<file path="config.mk">
export PLATFORM = sky130hd
export DESIGN_NAME = emu_host_axi_arbiter
export DESIGN_NICKNAME = d
export VERILOG_FILES = /design/src/rtl/emu_axi_arb_pkg.sv /design/src/rtl/emu_rr_arb2.sv /design/src/rtl/emu_host_axi_arbiter.sv
export SDC_FILE = /design/constraint.sdc
export NUM_CORES = 1
export LEC_CHECK = 0
export BUFFER_PORTS_ARGS = -buffer_cell sky130_fd_sc_hd__buf_2
export CAP_MARGIN = 20
export CORE_AREA = 10 10 302 304
export DETAILED_ROUTE_END_ITERATION = 10
export DIE_AREA = 0 0 312 314
export PLACE_DENSITY = 0.36
export SLEW_MARGIN = 25
export SYNTH_ARGS = -nofsm -noshare
export SYNTH_HDL_FRONTEND = slang
export SYNTH_HIERARCHICAL = 1
export SYNTH_SLANG_ARGS = --single-unit
</file>
<file path="constraint.sdc">
create_clock -name host_clk -period 3.4 [get_ports host_clk]
set_clock_uncertainty 0.2 [all_clocks]
set_input_delay 0.34 -clock host_clk [delete_from_list [all_inputs] [get_ports host_clk]]
set_output_delay 0.34 -clock host_clk [all_outputs]
set_load 0.1 [all_outputs]
</file>
<file path="src/rtl/emu_axi_arb_pkg.sv">
// Shared types and helpers for the two-master host AXI arbiter.
// Optional statistics counters are enabled by defining EMU_HOST_ARB_STAT_EN.
package emu_axi_arb_pkg;

  localparam int NUM_MST = 2;

  typedef enum logic {
    W_IDLE = 1'b0,
    W_DATA = 1'b1
  } w_state_t;

  typedef logic mst_idx_t;

  // Round-robin choice between two requesters; on a tie the one that did not win last goes.
  function automatic mst_idx_t rr_pick(input logic [1:0] req, input mst_idx_t last);
    mst_idx_t pick;
    pick = ~last;
    if (req == 2'b01)
      pick = 1'b0;
    else if (req == 2'b10)
      pick = 1'b1;
    return pick;
  endfunction

endpackage

</file>
<file path="src/rtl/emu_rr_arb2.sv">
// Two-way round-robin picker with a registered last-winner pointer and grant hold.
// Part of emu_host_axi_arbiter (EMU_HOST_ARB_STAT_EN does not affect this block).
module emu_rr_arb2
  import emu_axi_arb_pkg::*;
(
  input  logic       i_clk,
  input  logic       i_rst_n,
  input  logic [1:0] i_req,
  input  logic       i_hold,
  input  logic       i_accept,
  output mst_idx_t   o_gnt,
  output logic       o_valid
);

  mst_idx_t r_last;
  mst_idx_t r_lock_idx;
  logic     r_locked;
  mst_idx_t w_pick;

  assign w_pick  = rr_pick(i_req, r_last);
  // A pending-but-stalled request keeps its grant so the downstream payload cannot switch.
  assign o_gnt   = r_locked ? r_lock_idx : w_pick;
  assign o_valid = i_req[o_gnt];

  always_ff @(posedge i_clk or negedge i_rst_n) begin
    if (!i_rst_n) begin
      r_last     <= 1'b1;
      r_locked   <= 1'b0;
      r_lock_idx <= 1'b0;
    end else begin
      r_locked   <= i_hold;
      r_lock_idx <= o_gnt;
      if (i_accept)
        r_last <= o_gnt;
    end
  end

endmodule

</file>
<file path="src/rtl/emu_host_axi_arbiter.sv">
// 2:1 AXI4 arbiter: independent round-robin AR and AW/W paths, ID-bit response routing.
// Define EMU_HOST_ARB_STAT_EN to add per-master R/W beat counters with stat_clr.
module emu_host_axi_arbiter
  import emu_axi_arb_pkg::*;
#(
  parameter int ADDR_W   = 32,
  parameter int DATA_W   = 64,
  parameter int ID_W     = 1,
  parameter int MAX_OUTS = 4
) (
  input  logic                host_clk,
  input  logic                host_rst_n,
`ifdef EMU_HOST_ARB_STAT_EN
  input  logic                stat_clr,
  output logic [31:0]         stat_rd_beats0,
  output logic [31:0]         stat_rd_beats1,
  output logic [31:0]         stat_wr_beats0,
  output logic [31:0]         stat_wr_beats1,
`endif
  // master 0
  input  logic                s0_arvalid,
  output logic                s0_arready,
  input  logic [ADDR_W-1:0]   s0_araddr,
  input  logic [ID_W-1:0]     s0_arid,
  input  logic [7:0]          s0_arlen,
  input  logic [2:0]          s0_arsize,
  input  logic [1:0]          s0_arburst,
  input  logic                s0_arlock,
  input  logic [3:0]          s0_arcache,
  input  logic [2:0]          s0_arprot,
  output logic                s0_rvalid,
  input  logic                s0_rready,
  output logic [DATA_W-1:0]   s0_rdata,
  output logic [1:0]          s0_rresp,
  output logic [ID_W-1:0]     s0_rid,
  output logic                s0_rlast,
  input  logic                s0_awvalid,
  output logic                s0_awready,
  input  logic [ADDR_W-1:0]   s0_awaddr,
  input  logic [ID_W-1:0]     s0_awid,
  input  logic [7:0]          s0_awlen,
  input  logic [2:0]          s0_awsize,
  input  logic [1:0]          s0_awburst,
  input  logic                s0_awlock,
  input  logic [3:0]          s0_awcache,
  input  logic [2:0]          s0_awprot,
  input  logic                s0_wvalid,
  output logic                s0_wready,
  input  logic [DATA_W-1:0]   s0_wdata,
  input  logic [DATA_W/8-1:0] s0_wstrb,
  input  logic                s0_wlast,
  output logic                s0_bvalid,
  input  logic                s0_bready,
  output logic [1:0]          s0_bresp,
  output logic [ID_W-1:0]     s0_bid,
  // master 1
  input  logic                s1_arvalid,
  output logic                s1_arready,
  input  logic [ADDR_W-1:0]   s1_araddr,
  input  logic [ID_W-1:0]     s1_arid,
  input  logic [7:0]          s1_arlen,
  input  logic [2:0]          s1_arsize,
  input  logic [1:0]          s1_arburst,
  input  logic                s1_arlock,
  input  logic [3:0]          s1_arcache,
  input  logic [2:0]          s1_arprot,
  output logic                s1_rvalid,
  input  logic                s1_rready,
  output logic [DATA_W-1:0]   s1_rdata,
  output logic [1:0]          s1_rresp,
  output logic [ID_W-1:0]     s1_rid,
  output logic                s1_rlast,
  input  logic                s1_awvalid,
  output logic                s1_awready,
  input  logic [ADDR_W-1:0]   s1_awaddr,
  input  logic [ID_W-1:0]     s1_awid,
  input  logic [7:0]          s1_awlen,
  input  logic [2:0]          s1_awsize,
  input  logic [1:0]          s1_awburst,
  input  logic                s1_awlock,
  input  logic [3:0]          s1_awcache,
  input  logic [2:0]          s1_awprot,
  input  logic                s1_wvalid,
  output logic                s1_wready,
  input  logic [DATA_W-1:0]   s1_wdata,
  input  logic [DATA_W/8-1:0] s1_wstrb,
  input  logic                s1_wlast,
  output logic                s1_bvalid,
  input  logic                s1_bready,
  output logic [1:0]          s1_bresp,
  output logic [ID_W-1:0]     s1_bid,
  // downstream
  output logic                m_arvalid,
  input  logic                m_arready,
  output logic [ADDR_W-1:0]   m_araddr,
  output logic [ID_W:0]       m_arid,
  output logic [7:0]          m_arlen,
  output logic [2:0]          m_arsize,
  output logic [1:0]          m_arburst,
  output logic                m_arlock,
  output logic [3:0]          m_arcache,
  output logic [2:0]          m_arprot,
  input  logic                m_rvalid,
  output logic                m_rready,
  input  logic [DATA_W-1:0]   m_rdata,
  input  logic [1:0]          m_rresp,
  input  logic [ID_W:0]       m_rid,
  input  logic                m_rlast,
  output logic                m_awvalid,
  input  logic                m_awready,
  output logic [ADDR_W-1:0]   m_awaddr,
  output logic [ID_W:0]       m_awid,
  output logic [7:0]          m_awlen,
  output logic [2:0]          m_awsize,
  output logic [1:0]          m_awburst,
  output logic                m_awlock,
  output logic [3:0]          m_awcache,
  output logic [2:0]          m_awprot,
  output logic                m_wvalid,
  input  logic                m_wready,
  output logic [DATA_W-1:0]   m_wdata,
  output logic [DATA_W/8-1:0] m_wstrb,
  output logic                m_wlast,
  input  logic                m_bvalid,
  output logic                m_bready,
  input  logic [1:0]          m_bresp,
  input  logic [ID_W:0]       m_bid
);

  localparam int CNT_W = $clog2(MAX_OUTS + 1);

  logic [NUM_MST-1:0] w_arvalid_in;
  logic [NUM_MST-1:0] w_ar_elig;
  logic [NUM_MST-1:0] w_aw_req;
  mst_idx_t           w_ar_gnt;
  mst_idx_t           w_aw_gnt;
  logic               w_ar_valid;
  logic               w_aw_valid;
  logic               w_ar_hs;
  logic               w_aw_hs;
  logic               w_r_hs;
  logic               w_w_hs;
  mst_idx_t           w_r_dst;
  mst_idx_t           w_b_dst;
  logic               w_w_idle;
  w_state_t           r_w_state;
  mst_idx_t           r_w_owner;

  // ---------------- AR path ----------------
  assign w_arvalid_in = {s1_arvalid, s0_arvalid};

  genvar gi;
  for (gi = 0; gi < NUM_MST; gi++) begin : g_outs
    logic [CNT_W-1:0] r_cnt;
    logic             w_inc;
    logic             w_dec;
    assign w_inc = w_ar_hs && (w_ar_gnt == 1'(gi));
    assign w_dec = w_r_hs && m_rlast && (w_r_dst == 1'(gi));
    assign w_ar_elig[gi] = w_arvalid_in[gi] && (r_cnt < CNT_W'(MAX_OUTS));
    always_ff @(posedge host_clk or negedge host_rst_n) begin
      if (!host_rst_n)
        r_cnt <= '0;
      else if (w_inc && !w_dec)
        r_cnt <= r_cnt + 1'b1;
      else if (w_dec && !w_inc)
        r_cnt <= r_cnt - 1'b1;
    end
  end

  emu_rr_arb2 u_ar_arb (
    .i_clk    (host_clk),
    .i_rst_n  (host_rst_n),
    .i_req    (w_ar_elig),
    .i_hold   (w_ar_valid & ~m_arready),
    .i_accept (w_ar_hs),
    .o_gnt    (w_ar_gnt),
    .o_valid  (w_ar_valid)
  );

  assign m_arvalid  = host_rst_n & w_ar_valid;
  assign m_araddr   = w_ar_gnt ? s1_araddr  : s0_araddr;
  assign m_arid     = {w_ar_gnt, (w_ar_gnt ? s1_arid : s0_arid)};
  assign m_arlen    = w_ar_gnt ? s1_arlen   : s0_arlen;
  assign m_arsize   = w_ar_gnt ? s1_arsize  : s0_arsize;
  assign m_arburst  = w_ar_gnt ? s1_arburst : s0_arburst;
  assign m_arlock   = w_ar_gnt ? s1_arlock  : s0_arlock;
  assign m_arcache  = w_ar_gnt ? s1_arcache : s0_arcache;
  assign m_arprot   = w_ar_gnt ? s1_arprot  : s0_arprot;
  assign s0_arready = host_rst_n & w_ar_valid & ~w_ar_gnt & m_arready;
  assign s1_arready = host_rst_n & w_ar_valid &  w_ar_gnt & m_arready;
  assign w_ar_hs    = m_arvalid & m_arready;

  // ---------------- R routing ----------------
  assign w_r_dst   = m_rid[ID_W];
  assign s0_rvalid = host_rst_n & m_rvalid & ~w_r_dst;
  assign s1_rvalid = host_rst_n & m_rvalid &  w_r_dst;
  assign s0_rdata  = m_rdata;
  assign s1_rdata  = m_rdata;
  assign s0_rresp  = m_rresp;
  assign s1_rresp  = m_rresp;
  assign s0_rid    = m_rid[ID_W-1:0];
  assign s1_rid    = m_rid[ID_W-1:0];
  assign s0_rlast  = m_rlast;
  assign s1_rlast  = m_rlast;
  assign m_rready  = host_rst_n & (w_r_dst ? s1_rready : s0_rready);
  assign w_r_hs    = m_rvalid & m_rready;

  // ---------------- AW / W path ----------------
  assign w_w_idle = (r_w_state == W_IDLE);
  assign w_aw_req = {s1_awvalid, s0_awvalid} & {NUM_MST{w_w_idle}};

  emu_rr_arb2 u_aw_arb (
    .i_clk    (host_clk),
    .i_rst_n  (host_rst_n),
    .i_req    (w_aw_req),
    .i_hold   (w_aw_valid & ~m_awready),
    .i_accept (w_aw_hs),
    .o_gnt    (w_aw_gnt),
    .o_valid  (w_aw_valid)
  );

  assign m_awvalid  = host_rst_n & w_aw_valid;
  assign m_awaddr   = w_aw_gnt ? s1_awaddr  : s0_awaddr;
  assign m_awid     = {w_aw_gnt, (w_aw_gnt ? s1_awid : s0_awid)};
  assign m_awlen    = w_aw_gnt ? s1_awlen   : s0_awlen;
  assign m_awsize   = w_aw_gnt ? s1_awsize  : s0_awsize;
  assign m_awburst  = w_aw_gnt ? s1_awburst : s0_awburst;
  assign m_awlock   = w_aw_gnt ? s1_awlock  : s0_awlock;
  assign m_awcache  = w_aw_gnt ? s1_awcache : s0_awcache;
  assign m_awprot   = w_aw_gnt ? s1_awprot  : s0_awprot;
  assign s0_awready = host_rst_n & w_aw_valid & ~w_aw_gnt & m_awready;
  assign s1_awready = host_rst_n & w_aw_valid &  w_aw_gnt & m_awready;
  assign w_aw_hs    = m_awvalid & m_awready;

  // W beats only flow once their AW has been accepted; the owner holds the bus until wlast.
  always_ff @(posedge host_clk or negedge host_rst_n) begin
    if (!host_rst_n) begin
      r_w_state <= W_IDLE;
      r_w_owner <= 1'b0;
    end else begin
      case (r_w_state)
        W_IDLE: begin
          if (w_aw_hs) begin
            r_w_owner <= w_aw_gnt;
            r_w_state <= W_DATA;
          end
        end
        W_DATA: begin
          if (w_w_hs && m_wlast)
            r_w_state <= W_IDLE;
        end
        default: r_w_state <= W_IDLE;
      endcase
    end
  end

  assign m_wvalid  = host_rst_n & ~w_w_idle & (r_w_owner ? s1_wvalid : s0_wvalid);
  assign m_wdata   = r_w_owner ? s1_wdata : s0_wdata;
  assign m_wstrb   = r_w_owner ? s1_wstrb : s0_wstrb;
  assign m_wlast   = r_w_owner ? s1_wlast : s0_wlast;
  assign s0_wready = host_rst_n & ~w_w_idle & ~r_w_owner & m_wready;
  assign s1_wready = host_rst_n & ~w_w_idle &  r_w_owner & m_wready;
  assign w_w_hs    = m_wvalid & m_wready;

  // ---------------- B routing ----------------
  assign w_b_dst   = m_bid[ID_W];
  assign s0_bvalid = host_rst_n & m_bvalid & ~w_b_dst;
  assign s1_bvalid = host_rst_n & m_bvalid &  w_b_dst;
  assign s0_bresp  = m_bresp;
  assign s1_bresp  = m_bresp;
  assign s0_bid    = m_bid[ID_W-1:0];
  assign s1_bid    = m_bid[ID_W-1:0];
  assign m_bready  = host_rst_n & (w_b_dst ? s1_bready : s0_bready);

`ifdef EMU_HOST_ARB_STAT_EN
  logic [31:0] w_stat_rd [NUM_MST];
  logic [31:0] w_stat_wr [NUM_MST];

  for (gi = 0; gi < NUM_MST; gi++) begin : g_stat
    logic [31:0] r_rd;
    logic [31:0] r_wr;
    always_ff @(posedge host_clk or negedge host_rst_n) begin
      if (!host_rst_n) begin
        r_rd <= '0;
        r_wr <= '0;
      end else if (stat_clr) begin
        r_rd <= '0;
        r_wr <= '0;
      end else begin
        if (w_r_hs && (w_r_dst == 1'(gi)))
          r_rd <= r_rd + 32'd1;
        if (w_w_hs && (r_w_owner == 1'(gi)))
          r_wr <= r_wr + 32'd1;
      end
    end
    assign w_stat_rd[gi] = r_rd;
    assign w_stat_wr[gi] = r_wr;
  end

  assign stat_rd_beats0 = w_stat_rd[0];
  assign stat_rd_beats1 = w_stat_rd[1];
  assign stat_wr_beats0 = w_stat_wr[0];
  assign stat_wr_beats1 = w_stat_wr[1];
`endif

endmodule
</file>
==> out/results.tsv <==
stage	metric	value	unit
logic_synthesis	synthAdderAreaFrac	1.50	%
routing	drc_errors	0	
critical_path	crit_chain	nor2b_1 -> nor2b_1 -> o31a_2 -> buf_12 -> mux2_2 -> buf_2	
sta	rsz0062_at_grt	no	
placement	dp_cells	2009	
routing	avgRoutedWirePerCell	17.5	µm
floorplanning	die_y	314	µm
flow_run	max_cap_violations	0	
critical_path	critPathCaptureType	output pin	
global_routing	grt_usage	6.76	%
final_layout	area_growth	75.7	%
routing	first_pass_iters	4	
sta	fin_tns_setup	0	ns
logic_synthesis	synth_warnings	6	
critical_path	crit_required	2.86	ns
routing	vias_per_cell	2.47	
logic_synthesis	synthSimpleGateAreaFrac	5.87	%
placement	port_buffers	581	
logic_synthesis	synth_top_family_by_area	multiplexers	
final_layout	layout_common_cells	buf_2 (581), mux2_2 (147), mux2_4 (37), nor2b_1 (14), dfrtp_1 (11)	
critical_path	cp.arrival	2.45	ns
power	leakage	3.67	nW
logic_synthesis	synth_cells	443	
final_layout	finalNonFillerCells	2021	
global_routing	overflow	0	
logic_synthesis	yosys_register_bits	14	
logic_synthesis	synth_xor_area_share	1.21	%
sta	worstMarginPinSlew	0.674	ns
global_routing	grt_pass1_vias	5857	
final_layout	final_util	9.01	%
critical_path	cp_common_cell	nor2b_1	
global_routing	antenna_found_initial	30	
sta	setup_viol	0	
sta	final.setup.worst_slack	0.414	ns
global_routing	grt_start_max_net_pins	60	
sta	hold_violations	0	
final_layout	n_fill_cell	10000	
critical_path	slowest_delay	0.44	ns
logic_synthesis	synthesis.nets	899	
floorplanning	die_area	98000	µm²
floorplanning	ios	792	
power	power	10.2	mW
sta	post-route-min-period	2.99	ns
cts	cts_root_buffer	clkbuf_16	
routing	drt_iter0_drc	182	
floorplanning	dieWidth	312	µm
global_routing	grt_pass1_wl	46900	µm
critical_path	path_buf_inv	2	
placement	place_area	7530	µm²
worst_hold_path	hp-class	in2reg	
final_layout	nets	1327	
logic_synthesis	syn_area_per_cell	9.82	µm²
cts	cts_buffers	3	
critical_path	start_kind	register	
sta	fin_hold_ws	0.0281	ns
floorplanning	core_area	84900	µm²
final_layout	drive_above_1_share	89.9	%
placement	place.gp.congestion	0.806	
cts	clock_path_buffers	2	
critical_path	path_delay_family	buffers and inverters	
cts	cts_tree	yes	
sta	clock.fmax	0.335	GHz
routing	routed_wl	35400	µm
cts	cts.sink_count	14	
logic_synthesis	synthDistinctLibCells	28	
final_layout	finish.instance_area	7640	µm²
sta	max-slew-margin-rel	55.4	%
floorplanning	initial_utilization	5.13	%
critical_path	critPathSlowestCell	dfrtp_1	
placement	dp_hpwl	33100	µm
sta	fin_crit_sh	87.8	%
critical_path	crit_type	reg2out	
logic_synthesis	ys_seq_area_share	8.11	%
cts	path_clk_slew	0.08	ns
placement	preCtsSetupSlack	0.621	ns
power	ir_worst_vdd	0.000717	V
routing	antenna_left	0	
cts	htreeDepth	1	
routing	via_count	4992	
logic_synthesis	synth_compound_area_share	1.70	%
status	status	finished, final reports clean	
cts	ctsResizeCount	0	
floorplanning	rows	107	
logic_synthesis	synth_area	4350	µm²
power	p_per_area	1330	nW/µm²
final_layout	final_common_cell	buf_2	
sta	final_max_slew_viol_count	0	
cts	clock_latency	0.28	ns
critical_path	crit_fanout	59	
logic_synthesis	synth_mux_area_share	52.0	%
==> registers in the layout (all words and copies together), names as in the netlist <==
name	cells
u_aw_arb/r_locked	1
u_ar_arb/r_lock_idx	1
u_ar_arb/r_last	1
r_w_owner	1
r_w_state	1
g_outs.r_cnt	6
u_ar_arb/r_locked	1
u_aw_arb/r_last	1
u_aw_arb/r_lock_idx	1
==> cell type report <==
type                            instances  area [µm²]  share of cell area (%)
Timing Repair Buffer                  589        3010                    39.4
Multi-Input combinational cell        256        2720                    35.5
Tap cell                             1144        1430                    18.7
Sequential cell                        14         357                    4.67
Clock buffer                            4        88.8                    1.16
Inverter                                7        26.3                   0.344
Antenna cell                            7        17.5                   0.229
==> layer usage <==
metal,track usage [%],wire (µm)
met1,7.80,14800
met2,10.9,15700
met3,3.46,4010
met4,1.82,856
met5,0,41
==> final timing paths <==
check | slack, ns | cells past startpoint | to | startpoint
setup / recovery | 0.41 | 6 | m_awaddr[17] | r_w_state$_DFF_PN0_
hold / removal | 0.03 | 2 | u_aw_arb/r_locked$_DFF_PN0_ | m_awready
setup reg to reg | 0.67 | 11 | g_outs[0].r_cnt[2]$_DFFE_PN0P_ | g_outs[1].r_cnt[2]$_DFFE_PN0P_
hold reg to reg | 0.27 | 1 | g_outs[1].r_cnt[2]$_DFFE_PN0P_ | g_outs[1].r_cnt[2]$_DFFE_PN0P_
max in group asynchronous | 2.00 | 4 | u_ar_arb/r_last$_DFFE_PN1P_ | host_rst_n
min in group asynchronous | 0.23 | 2 | u_ar_arb/r_locked$_DFF_PN0_ | host_rst_n
==> kinds of logic after synthesis <==
kind of cell / count (synthesis)
compound gates: 11
buf+inv: 173
fa+ha+maj: 4
flops: 14
xor+xnor: 6
simple gates: 46
mux: 189
==> worst register-to-register path, stage by stage (launching register included) <==
cell	delay, ns
dfrtp_1	0.39
nor2b_1	0.23
a21oi_1	0.10
a31oi_1	0.22
and3_1	0.32
nor2b_1	0.17
ha_1	0.18
inv_1	0.06
fa_1	0.37
xor2_1	0.17
nor2_1	0.11
xor2_1	0.15
==> Yosys cell counts <==
cell type	n	share of area [%]
a21oi_1	4	0.46
a221oi_1	2	0.40
a31oi_1	3	0.43
and2_1	5	0.72
and3_1	5	0.72
and4_1	1	0.20
buf_2	8	0.92
buf_4	146	25
buf_6	11	2.8
clkbuf_1	1	0.086
dfrtp_1	12	6.9
dfstp_2	2	1.2
fa_1	2	0.92
ha_1	2	0.58
inv_1	7	0.60
mux2_2	147	38
mux2_4	37	13
mux2i_1	5	1.2
nand2_1	5	0.43
nand2b_1	2	0.29
nand3_1	3	0.35
nor2_1	8	0.69
nor2b_1	14	2.0
nor3b_1	1	0.17
o31a_1	2	0.40
or3_1	2	0.29
xnor2_1	2	0.40
xor2_1	4	0.81
==> power breakdown <==
group | switching [mW] | internal [mW]
registers | 0.162 | 0.259
logic | 7.46 | 1.98
clock network | 0.124 | 0.181
==> what timing repair did <==
item | CTS | global route
endpoints found under the hold margin | 6 | 0
hold buffers | 1 | 0
buffers inserted | 0 | 0
Power figures use the tool's default switching activity.
